--- config.mk ---
export PLATFORM = sky130hd
export DESIGN_NAME = class_vote_accum
export DESIGN_NICKNAME = d
export VERILOG_FILES = /design/src/rtl/class_vote_pkg.sv /design/src/rtl/vote_counter_sat.sv /design/src/rtl/class_vote_accum.sv
export SDC_FILE = /design/constraint.sdc
export NUM_CORES = 1
export LEC_CHECK = 0
export BUFFER_PORTS_ARGS = -buffer_cell sky130_fd_sc_hd__buf_2
export CAP_MARGIN = 10
export CORE_MARGIN = 2
export CORE_UTILIZATION = 65
export DETAILED_ROUTE_END_ITERATION = 12
export HOLD_SLACK_MARGIN = 0.12
export PLACE_DENSITY = 0.85
export SYNTH_ARGS = -nofsm -noshare
export SYNTH_HDL_FRONTEND = slang
export SYNTH_SLANG_ARGS = --single-unit
--- constraint.sdc ---
create_clock -name clk -period 5.9 [get_ports clk]
set_input_delay 0.59 -clock clk [delete_from_list [all_inputs] [get_ports clk]]
set_output_delay 0.59 -clock clk [all_outputs]
set_load 0.005 [all_outputs]
--- src/rtl/class_vote_pkg.sv ---
// Shared types, defaults and width helper for the class vote accumulator.
package class_vote_pkg;

  localparam int unsigned N_CLASSES_DEF = 6;
  localparam int unsigned MAX_TREES_DEF = 16;

  // Accumulate beats, scan counters for the argmax, present the result.
  typedef enum logic [1:0] {
    ACCUM = 2'd0,
    SCAN  = 2'd1,
    OUT   = 2'd2
  } state_e;

  // Width of an index/count field; never narrower than one bit.
  function automatic int unsigned clog2_min1(input int unsigned v);
    int unsigned w;
    w = $clog2(v);
    return (w < 1) ? 1 : w;
  endfunction

endpackage

--- src/rtl/vote_counter_sat.sv ---
// Saturating up-counter with synchronous clear; clear wins over increment.
module vote_counter_sat #(
  parameter int unsigned CNT_W = 5
) (
  input  logic             clk,
  input  logic             rst_n,
  input  logic             clr_i,
  input  logic             inc_i,
  input  logic [CNT_W-1:0] max_i,
  output logic [CNT_W-1:0] cnt_o
);

  logic [CNT_W-1:0] cnt_q;
  logic [CNT_W-1:0] cnt_d;

  // Next count: clear, else increment until the ceiling is reached.
  always_comb begin
    cnt_d = cnt_q;
    if (clr_i) begin
      cnt_d = '0;
    end else if (inc_i && (cnt_q < max_i)) begin
      cnt_d = cnt_q + 1'b1;
    end
  end

  // Count register.
  always_ff @(posedge clk or negedge rst_n) begin
    if (!rst_n) begin
      cnt_q <= '0;
    end else begin
      cnt_q <= cnt_d;
    end
  end

  assign cnt_o = cnt_q;

endmodule

--- src/rtl/class_vote_accum.sv ---
// Per-class vote accumulator with sequential argmax and valid/ready result port.
module class_vote_accum
  import class_vote_pkg::*;
#(
  parameter int unsigned N_CLASSES = N_CLASSES_DEF,
  parameter int unsigned MAX_TREES = MAX_TREES_DEF,
  parameter int unsigned CNT_W     = clog2_min1(MAX_TREES + 1),
  parameter int unsigned IDX_W     = clog2_min1(N_CLASSES)
) (
  input  logic                 clk,
  input  logic                 rst_n,
  input  logic                 in_valid,
  output logic                 in_ready,
  input  logic [N_CLASSES-1:0] in_votes,
  input  logic                 in_last,
  output logic                 out_valid,
  input  logic                 out_ready,
  output logic [IDX_W-1:0]     out_class,
  output logic [CNT_W-1:0]     out_score,
  output logic                 out_novote,
  output logic                 out_ovf
);

  logic [1:0]       rst_sync_q;
  logic             rst_int_n;

  state_e           state_q, state_d;
  logic [IDX_W-1:0] scan_idx_q, scan_idx_d;
  logic [IDX_W-1:0] best_idx_q, best_idx_d;
  logic [CNT_W-1:0] best_cnt_q, best_cnt_d;

  logic             in_ready_q, in_ready_d;
  logic             out_valid_q, out_valid_d;
  logic [IDX_W-1:0] out_class_q, out_class_d;
  logic [CNT_W-1:0] out_score_q, out_score_d;
  logic             out_novote_q, out_novote_d;
  logic             out_ovf_q, out_ovf_d;

  logic             accept_c;
  logic             clr_c;
  logic [CNT_W-1:0] sel_cnt_c;
  logic [CNT_W-1:0] beat_cnt;
  logic [CNT_W-1:0] cnt_arr [N_CLASSES];

  // Reset synchronizer: asserts immediately, releases two edges after rst_n rises.
  always_ff @(posedge clk or negedge rst_n) begin
    if (!rst_n) begin
      rst_sync_q <= 2'b00;
    end else begin
      rst_sync_q <= {rst_sync_q[0], 1'b1};
    end
  end

  assign rst_int_n = rst_sync_q[1];

  // One saturating vote counter per class.
  for (genvar k = 0; k < N_CLASSES; k++) begin : g_cnt
    vote_counter_sat #(
      .CNT_W (CNT_W)
    ) u_cnt (
      .clk   (clk),
      .rst_n (rst_int_n),
      .clr_i (clr_c),
      .inc_i (accept_c & in_votes[k]),
      .max_i (CNT_W'(MAX_TREES)),
      .cnt_o (cnt_arr[k])
    );
  end

  // Beat counter stops one above the tree limit so overflow stays visible.
  vote_counter_sat #(
    .CNT_W (CNT_W)
  ) u_beat_cnt (
    .clk   (clk),
    .rst_n (rst_int_n),
    .clr_i (clr_c),
    .inc_i (accept_c),
    .max_i (CNT_W'(MAX_TREES + 1)),
    .cnt_o (beat_cnt)
  );

  // Select the counter currently being scanned.
  always_comb begin
    sel_cnt_c = '0;
    for (int k = 0; k < N_CLASSES; k++) begin
      if (scan_idx_q == IDX_W'(k)) begin
        sel_cnt_c = cnt_arr[k];
      end
    end
  end

  // Next-state, scan datapath and registered output values.
  always_comb begin
    state_d      = state_q;
    scan_idx_d   = scan_idx_q;
    best_idx_d   = best_idx_q;
    best_cnt_d   = best_cnt_q;
    out_valid_d  = out_valid_q;
    out_class_d  = out_class_q;
    out_score_d  = out_score_q;
    out_novote_d = out_novote_q;
    out_ovf_d    = out_ovf_q;
    accept_c     = 1'b0;
    clr_c        = 1'b0;

    case (state_q)
      ACCUM: begin
        accept_c = in_valid;
        if (in_valid && in_last) begin
          state_d    = SCAN;
          scan_idx_d = '0;
          best_idx_d = '0;
          best_cnt_d = '0;
        end
      end
      SCAN: begin
        // Strict compare keeps the lowest index on ties.
        if (sel_cnt_c > best_cnt_q) begin
          best_idx_d = scan_idx_q;
          best_cnt_d = sel_cnt_c;
        end
        if (scan_idx_q == IDX_W'(N_CLASSES - 1)) begin
          state_d      = OUT;
          out_valid_d  = 1'b1;
          out_class_d  = best_idx_d;
          out_score_d  = best_cnt_d;
          out_novote_d = (best_cnt_d == '0);
          out_ovf_d    = (beat_cnt > CNT_W'(MAX_TREES));
        end else begin
          scan_idx_d = scan_idx_q + 1'b1;
        end
      end
      OUT: begin
        if (out_ready) begin
          state_d     = ACCUM;
          clr_c       = 1'b1;
          out_valid_d = 1'b0;
          out_ovf_d   = 1'b0;
        end
      end
      default: begin
        state_d = ACCUM;
      end
    endcase

    in_ready_d = (state_d == ACCUM);
  end

  // State and output registers.
  always_ff @(posedge clk or negedge rst_int_n) begin
    if (!rst_int_n) begin
      state_q      <= ACCUM;
      scan_idx_q   <= '0;
      best_idx_q   <= '0;
      best_cnt_q   <= '0;
      in_ready_q   <= 1'b0;
      out_valid_q  <= 1'b0;
      out_class_q  <= '0;
      out_score_q  <= '0;
      out_novote_q <= 1'b0;
      out_ovf_q    <= 1'b0;
    end else begin
      state_q      <= state_d;
      scan_idx_q   <= scan_idx_d;
      best_idx_q   <= best_idx_d;
      best_cnt_q   <= best_cnt_d;
      in_ready_q   <= in_ready_d;
      out_valid_q  <= out_valid_d;
      out_class_q  <= out_class_d;
      out_score_q  <= out_score_d;
      out_novote_q <= out_novote_d;
      out_ovf_q    <= out_ovf_d;
    end
  end

  assign in_ready   = in_ready_q;
  assign out_valid  = out_valid_q;
  assign out_class  = out_class_q;
  assign out_score  = out_score_q;
  assign out_novote = out_novote_q;
  assign out_ovf    = out_ovf_q;

endmodule
# Yosys cells after proc, flatten, opt, wreduce, memory -nomap -nowiden
# Cells that the tools add are included.
word_totals:
  memories: 0
  ram_bits: 0
  latch_bits: 0
  output_inout_bits: 12
  mem_bits_ro: 0
  reg_bits: 62
op_classes:
  n_bitwise: 6
  order_cmp: 9
  div: 0
  n_eq_ne: 11
  multipliers: 0
  n_addsub: 8
  shifts: 0
  mux: 41
  reduce_logical: 25
op_table:
  columns: ["op", "count"]
  rows:
  - ["two-way mux 5 bit", 23]
  - ["adder 5 x 1 -> 5 bit, second input constant", 7]
  - ["less-than comparator 5 bit, second input constant", 7]
  - ["nonzero test 2 bit", 9]
  - ["case mux 3 bit (2 select lines)", 2]
  - ["case mux 5 bit (2 select lines)", 1]
  - ["two-way mux 3 bit", 3]
  - ["logical AND 1 bit", 8]
  - ["!= test 2 bit, second input constant", 4]
  - ["AND 1 bit", 6]
  - ["equality test 3 x 2 -> 1 bit, second input constant", 2]
  - ["equality test 3 bit, second input constant", 2]
  - ["two-way mux 1 bit", 6]
  - ["two-way mux 2 bit", 3]
  - ["case mux 2 bit (3 select lines)", 1]
  - ["AND reduction 3 bit", 2]
  - ["greater-than comparator 5 bit", 1]
  - ["greater-than comparator 5 bit, second input constant", 1]
  - ["logical NOT 5 bit", 1]
  - ["logical NOT 2 bit", 2]
  - ["case mux 1 bit (2 select lines)", 2]
  - ["AND reduction 2 bit", 2]
  - ["adder 3 x 1 -> 3 bit, second input constant", 1]
  - ["equality test 3 x 1 -> 1 bit, second input constant", 1]
  - ["3 further kinds", 3]

# Longest topological paths before layout
# Gate-level depths: netlist of run 1.
depth:
  ltp_word: 11
  mapped_depth: 16
  ltp_nobuf: 13

# Cells and area by module
# Synthesis of run 1 repeated with hierarchy kept, for this count alone.
hier_totals:
  cells_unflattened: 473
  area_unflattened_um2: 4344.2
by_module_without_submodules:
  columns: ["module", "area_per_inst_um2", "n_inst", "cells_per_inst"]
  rows:
  - ["vote_counter_sat", 362.8, 7, 38]
  - ["class_vote_accum", 1804.2, 1, 207]

# Worst setup path before layout of run 1
# No wires, ideal clock.
synth_path:
  path_type: "reg2reg"
  startpoint: "register scan_idx_q[2]"
  endpoint: "register out_score_q[0], in the netlist out_score[0]"
  setup_ps: 133
  arrival_ps: 2663
  synth_period_minus_slack_ps: 2796
  stages_incl_launch_ff: 16
  t_required_ps: 5767
  slack_ps: 3104
  n_path_buf: 3
  cell_sequence: "dfrtp_1 -> buf_6 -> inv_1 -> ha_1 -> buf_6 -> nor2_1 -> o21ai_0 -> o211ai_1 -> ha_1 -> nor2b_1 -> o21bai_1 -> a31oi_2 -> o21ai_1 -> buf_6 -> mux2i_1 -> o21ai_0"
synth_between:
  elab_chain_len: 10
  elab_cells_between_ends: 16
synth_lines:
  columns: ["element", "line", "rtl"]
  rows:
  - ["from (decl)", "class_vote_accum.sv:28", "logic [IDX_W-1:0] scan_idx_q, scan_idx_d;"]
  - ["from (signal assigned)", "class_vote_accum.sv:164", "scan_idx_q <= scan_idx_d;"]
  - ["logical NOT 3 bit", "class_vote_accum.sv:86", "if (scan_idx_q == IDX_W'(k)) begin"]
  - ["two-way mux 5 bit (6 in a row)", "class_vote_accum.sv:86", null]
  - ["greater-than comparator 5 bit", "class_vote_accum.sv:118", "if (sel_cnt_c > best_cnt_q) begin"]
  - ["two-way mux 5 bit", "class_vote_accum.sv:118", null]
  - ["two-way mux 5 bit", "class_vote_accum.sv:106", "case (state_q)"]
  - ["to (signal assigned)", "class_vote_accum.sv:170", "out_score_q <= out_score_d;"]
  - ["to (decl)", "class_vote_accum.sv:35", "logic [CNT_W-1:0] out_score_q, out_score_d;"]
# Parallel ways exist; a longest one is shown, timed or not. The select of a mux whose other input is x is not followed.
# A chain may end at the register's enable or synchronous reset.

# Final worst setup path of run 1
layout_path:
  startpoint: "register scan_idx_q[2]"
  endpoint: "register out_score_q[2], in the netlist out_score[2]"
# The elaborated chain is that of the path after synthesis.

==> impl_metrics.py, run 1 <==
metrics = {
    "routing": {
        "drtAntennaViolNets": 0,
        "vias_per_cell": 5.678,
        "drt_iter0_drc": 151,
        "routed-via-count": 2504,
        "wl_per_cell_microns": 14.92,
        "detailedRoute.firstPassIterationCount": 4,
        "drt-total-wl_microns": 6580,
        "remaining_drc_errors": 0,
    },
    "synth": {
        "ys_ff_latch": 62,
        "synth_largest_type_area_fraction_pct": 47.27,
        "synth-edff-count": 0,
        "post-synth-top-count-cell": "dfrtp_1",
        "syn-cell-area_sq_um": 3282,
        "ys_top_cells_by_count": "dfrtp_1 (62), nor2_1 (54), nand2_1 (43), o21ai_0 (31), ha_1 (18)",
        "post_synthesis_async_set_or_reset_flop_share_pct": 100.0,
        "ys_top_cells_by_area": "dfrtp_1 (47%), ha_1 (6.9%), nor2_1 (6.2%)",
        "synth_fp_nets": 375,
        "synth_area_per_cell_sq_um": 9.485,
        "synthFlopType": "dfrtp_1",
        "ys_warn_count": 0,
        "synth_top_area_cell": "dfrtp_1",
        "synth_cells": 346,
        "synth_seq_area_share_pct": 47.27,
        "yosysUniqueCellTypes": 44,
    },
    "timing": {
        "fin_worst_skew_ns": 0.01171,
        "finalMaxSlewViolations": 0,
        "report.final.hold_viol_count": 0,
        "final_min_period_over_clock_period_pct": 63.09,
        "report.final.setup_viol": 0,
        "timing.final.ws_setup_ns": 2.177,
        "relSlewSlack_pct": 27.25,
        "fin_hold_ws_ns": 0.3611,
        "grt_setup_unrepaired": "false",
        "finalSetupTns_ns": 0,
        "worstMarginPinSlew_ns": 1.084,
        "maxClockFrequency_ghz": 0.2686,
        "finalCriticalPeriod_ns": 3.723,
    },
    "cells_and_area": {
        "layout-area-overhead-vs-synth_pct": 9.112,
        "finish.net_count": 399,
        "antenna_cells_inserted": 0,
        "drive_gt1_share_pct": 14.17,
    },
    "setup_path": {
        "worstSetupEndpointType": "flop",
        "timing.critical_path.from_type": "flop",
        "worst-setup-path-type": "reg2reg",
        "required_time_of_the_critical_path_ns": 6.10,
        "arrival_ns": 3.92,
        "critical_path_peak_fanout": 16,
    },
    "placed_design": {
        "place.gp.congestion": 0.8649,
        "post-place-ws_ns": 2.224,
        "dp_hpwl_microns": 4618,
        "placement.io_buffers": 22,
    },
    "status": {
        "run_status": "finished, final reports clean",
    },
    "cts": {
        "post_cts.repair.setup_buffers": 0,
        "cts-htree-levels": 3,
        "clk_pin_slew_worst_paths_ns": 0.07,
        "clock_latency_reported_for_the_late_side_of_the_worst_skew_pair_ns": 0.34,
        "cts.sinks": 62,
        "cts.root.buffer_cell": "clkbuf_8",
        "clock_path_buffers": 2,
        "cts_made_buffers": 9,
        "cts_tree": "yes",
    },
    "job": {
        "maximum_capacitance_violations": 0,
    },
    "global_route": {
        "pin_count_of_the_biggest_net_entering_global_routing": 61,
        "global_route.overflow_total": 0,
        "grt_util_all_layers_pct": 26.25,
        "initial_antenna_violation_count": 0,
        "grt_pass1_wl_microns": 10940,
        "grt_pass1_vias": 2401,
    },
    "floorplan": {
        "core.rowCount": 25,
        "floorplan.initialDensity_pct": 68.58,
        "floorplan.die_area_sq_um": 5633,
        "coreArea_sq_um": 4786,
        "fp.dieH_microns": 75.06,
        "io-pin-count": 23,
        "die_w_microns": 75.06,
    },
    "pwr": {
        "power.leakage_nw": 1.692,
        "power_density_nw_per_um2": 574.1,
        "vdd_drop_max_mv": 0.3046,
    },
    "worst_hold_path": {
        "hold_path.class": "reg2reg",
    },
}
-- layout by cell type (no fill, tap or decap), drive strengths merged, types with 4 or more instances in the layout --
master	netlist	routed
a21o	6	6
a21oi	14	14
a221oi	4	4
a32oi	4	4
buf	8	24
clkbuf	4	10
clkinv	0	4
dfrtp	62	62
ha	18	18
inv	15	15
mux2i	11	11
nand2	43	43
nand3	12	12
nand4	6	6
nor2	57	57
o211ai	4	4
o21ai	33	33
xnor2	7	7
xor2	13	13
-- cell families after synthesis --
kind of cell             share of synthesized area [%]
AND/OR/NAND/NOR                                  17.99
XOR/XNOR                                         5.337
AO/OA/AOI/OAI                                    14.95
buffers and inverters                            4.117
multiplexers                                     3.355
other                                           0.1143
adder cells (fa/ha/maj)                          6.862
flip-flops                                       47.27
-- power by group --
group	switching, mW	internal [mW]	leakage (nW)
Combinational	0.556	0.422	0.813
Clock	0.158	0.147	0.0817
Sequential	0.183	0.590	0.798
-- stage by stage --
step / std cells / util, % / power [mW] / instance area [sq um]
after detailed placement: 425 / 71.37 / 1.744 / 3416
after global routing: 441 / 74.82 / 2.227 / 3581
final: 441 / 74.82 / 2.056 / 3581
after global placement: 425 / 71.37 / 1.692 / 3416
after CTS: 441 / 74.82 / 2.053 / 3581
after floorplan: 346 / - / 1.542 / 3282
-- critical path, cell delays in order, from the launching register on --
cell and delay [ns]:
dfrtp_1 0.65, inv_1 0.13, ha_1 0.34, nor2_1 0.21, o21ai_0 0.12, o211ai_1 0.30
ha_1 0.31, nor2b_1 0.14, o21bai_1 0.15, a31oi_2 0.14, o21ai_1 0.60, mux2i_1 0.37
o21ai_0 0.12
-- per-layer routing --
metal  GRT usage [%]  wire length, microns  part of all wire, %
met4           8.929                   115                  1.7
met5               0                     0                    0
met1           34.65                  2945                   45
met2           41.91                  3235                   49
met3           7.363                   283                  4.3
-- registers in the layout, summed over array words and instances (netlist names) --
signal and flops:
in_ready 1, best_idx_q 3, scan_idx_q 3, out_novote 1, g_cnt.u_cnt.cnt_o 30, out_score 5
out_class 3, state_q 2, best_cnt_q 5, out_valid 1, u_beat_cnt.cnt_o 5, out_ovf 1
rst_sync_q 2
-- final cells by class --
class / instances / area, sq um
Clock buffer: 10 / 127.6
Clock inverter: 5 / 27.53
Fill cell: 350 / 1205
Multi-Input combinational cell: 257 / 1598
Tap cell: 67 / 83.83
Inverter: 15 / 56.30
Timing Repair Buffer: 25 / 135.1
Sequential cell: 62 / 1553
-- worst paths after layout --
kind / cells after the start / slack (ns) / end / startpoint
hold / removal: 0 / 0.36 / rst_sync_q[1] / rst_sync_q[0]
max in group asynchronous: 1 / 5.01 / best_cnt_q[4] / rst_sync_q[1]
setup reg to reg: 12 / 2.18 / out_score[2] / scan_idx_q[2]
hold reg to reg: 0 / 0.36 / rst_sync_q[1] / rst_sync_q[0]
min in group asynchronous: 1 / 0.41 / g_cnt[3].u_cnt.cnt_o[0] / rst_sync_q[1]
setup / recovery: 12 / 2.18 / out_score[2] / scan_idx_q[2]
-- repair_timing --
action	CTS	global route
hold endpoints to repair	2	0
gates resized for setup	0	0
hold buffers	1	0
Power figures use the tool's default switching activity.
==> inputs of run 2 (changes only) <==
--- a/config.mk
+++ b/config.mk
@@ -8,10 +8,10 @@
 export BUFFER_PORTS_ARGS = -buffer_cell sky130_fd_sc_hd__buf_2
 export CAP_MARGIN = 10
 export CORE_MARGIN = 2
-export CORE_UTILIZATION = 65
+export CORE_UTILIZATION = 60
 export DETAILED_ROUTE_END_ITERATION = 12
 export HOLD_SLACK_MARGIN = 0.12
-export PLACE_DENSITY = 0.85
+export PLACE_DENSITY = 0.79
 export SYNTH_ARGS = -nofsm -noshare
 export SYNTH_HDL_FRONTEND = slang
 export SYNTH_SLANG_ARGS = --single-unit
==> constraint.sdc (replaced) <==
create_clock -name clk -period 3.5 [get_ports clk]
set_input_delay 0.35 -clock clk [delete_from_list [all_inputs] [get_ports clk]]
set_output_delay 0.35 -clock clk [all_outputs]
set_load 0.005 [all_outputs]
==> run 2 against run 1 <==
Against the previous run:
- utilization down 4.5 points
- setup slack worse by 1.9 ns
- via count up 1.7%
- global-route usage down 2.5 points
- cell count up 1.4%
- register-to-register slack worse by 1.9 ns
- sequential share of layout area down 0.96 points
- fmax up 17%
- sequential cell count unchanged
- non-clock buffer count up 2
- routed wire length down 1.2%
- combinational power up 73%
==> impl_metrics.py, run 2 (same netlist as run 1, synthesis figures left out) <==
metrics = {
    "status": {
        "run_status": "finished, final reports clean",
    },
    "cts": {
        "cts-htree-levels": 3,
        "clock_latency_reported_for_the_late_side_of_the_worst_skew_pair_ns": 0.34,
        "cts.sinks": 62,
        "cts_tree": "yes",
        "cts.root.buffer_cell": "clkbuf_8",
        "clk_pin_slew_worst_paths_ns": 0.06,
        "cts_made_buffers": 9,
        "post_cts.repair.setup_buffers": 0,
        "clock_path_buffers": 2,
    },
    "timing": {
        "final_min_period_over_clock_period_pct": 90.84,
        "finalCriticalPeriod_ns": 3.179,
        "finalSetupTns_ns": 0,
        "finalMaxSlewViolations": 0,
        "grt_setup_unrepaired": "false",
        "fin_worst_skew_ns": 0.009979,
        "report.final.hold_viol_count": 0,
        "report.final.setup_viol": 0,
        "fin_hold_ws_ns": 0.2513,
        "worstMarginPinSlew_ns": 0.8251,
        "relSlewSlack_pct": 44.99,
        "maxClockFrequency_ghz": 0.3145,
    },
    "global_route": {
        "initial_antenna_violation_count": 0,
        "global_route.overflow_total": 0,
        "pin_count_of_the_biggest_net_entering_global_routing": 39,
        "grt_util_all_layers_pct": 23.79,
        "grt_pass1_wl_microns": 11250,
        "grt_pass1_vias": 2530,
    },
    "setup_path": {
        "worst_path_most_repeated_cell": "ha_1",
        "slowest_stage": "dfrtp_1",
        "critical_path_peak_fanout": 11,
        "required_time_of_the_critical_path_ns": 3.69,
        "timing.critical_path.from_type": "flop",
        "slowest_delay_ns": 0.44,
        "worst-setup-path-type": "reg2reg",
        "worstSetupEndpointType": "flop",
        "critical_path.cell_chain": "ha_1 > ha_1 > nor2_1 > o21ai_0 > o211ai_1 > ha_1 > nor2b_1 > o21bai_1 > a31oi_2 > o21ai_1 > buf_4 > mux2i_1 > o21ai_0",
        "r2r-start": "scan_idx_q[0]",
        "arrival_ns": 3.37,
        "startpoint": "scan_idx_q[0]",
    },
    "placed_design": {
        "place.gp.congestion": 0.8652,
        "area_of_placed_instances_sq_um": 3435,
        "placement.io_buffers": 22,
        "dp_hpwl_microns": 4621,
    },
    "floorplan": {
        "core.rowCount": 26,
        "die_w_microns": 77.96,
        "coreArea_sq_um": 5205,
        "floorplan.initialDensity_pct": 63.05,
        "floorplan.die_area_sq_um": 6078,
        "io-pin-count": 23,
        "fp.dieH_microns": 77.96,
    },
    "routing": {
        "wl_per_cell_microns": 14.54,
        "detailedRoute.firstPassIterationCount": 4,
        "drt-total-wl_microns": 6501,
        "drtAntennaViolNets": 0,
        "remaining_drc_errors": 0,
        "routed-via-count": 2546,
        "drt_iter0_drc": 160,
        "vias_per_cell": 5.696,
    },
    "pwr": {
        "vdd_drop_max_mv": 0.5525,
        "power.leakage_nw": 1.729,
        "power_density_nw_per_um2": 999.9,
        "power_mw": 3.662,
    },
    "cells_and_area": {
        "final_design_area_no_fill_sq_um": 3662,
        "finalCoreUtilization_pct": 70.36,
        "area_of_the_multi_input_gates_sq_um": 1600,
        "final.fill_count": 394,
        "register_area_sq_um": 1553,
        "drive_gt1_share_pct": 14.85,
        "antenna_cells_inserted": 0,
        "flip_flop_count_of_the_largest_register_after_layout": 30,
        "layout-area-overhead-vs-synth_pct": 11.59,
        "finish.net_count": 401,
        "layout_commonest_cell": "dfrtp_1",
        "most-common-layout-cells": "dfrtp_1 (61), nor2_1 (53), nand2_1 (43), o21ai_0 (31), buf_2 (22)",
    },
    "job": {
        "maximum_capacitance_violations": 0,
    },
    "worst_hold_path": {
        "hold_path.class": "in2reg",
        "worstHoldStart": "out_ready",
    },
}
==> run 2: cell count changes in the layout (fill, tap and decap cells not counted) <==
cell / change
buf_4: +2
bufinv_16: +2
clkbuf_1: +1
clkbuf_8: +1
clkinv_2: -2
clkinvlp_4: -1
ha_1: -1
ha_2: +1
==> run 2: final timing paths <==
| check | endpoint | slack (ns) | depth (start not counted) |
|---|---|---|---|
| max | out_score[0] | 0.32 | 13 |
| min | state_q[1] | 0.25 | 2 |
| max reg2reg | out_score[0] | 0.32 | 13 |
| min reg2reg | rst_sync_q[1] | 0.36 | 0 |
| max in group asynchronous | out_score[2] | 2.33 | 1 |
| min in group asynchronous | rst_sync_q[0] | 0.32 | 2 |
==> run 2: area by class of cell <==
cell class,count,area share [%]
repair buffers,27,4.100
well taps,70,2.392
inverters,15,1.537
clock buffers,12,3.963
flip-flops and latches,62,42.40
clock inverters,4,1.913
multi-input cells,257,43.70
==> run 2: repair_timing <==
action	CTS	global route
hold buffers	1	0
gates resized for setup	0	1
hold endpoints to repair	2	0
setup endpoints to repair	0	1
==> run 2: layer usage <==
layer,up-vias,routed length [microns],track usage [%]
met4,0,113,9.474
met1,1232,2966,30.01
met3,13,280,7.209
met2,57,3141,38.45
li1,1244,-,-
met5,-,0,0
==> run 2: worst max-delay path, delay by kind of cell (launching register included) <==
kind                       cells  cell delay, ns
AOI/OAI and AO/OA              6            0.94
adders and majority gates      3            0.82
DFF                            1            0.44
and+or+nand+nor                2            0.33
buffers and inverters          1            0.22
muxes                          1            0.28
==> run 2: stage by stage <==
step	setup slack, ns	instances
after detailed placement	0.2913	430
after CTS	0.2672	447
after global placement	0.4103	430
after floorplan	0.7036	346
after global routing	0.03437	447
final	0.3206	447
==> run 2: power by group <==
part           internal [mW]  total (mW)  switching, mW
clock network          0.418       0.681          0.263
registers              0.994        1.29          0.298
logic                  0.742        1.69          0.946
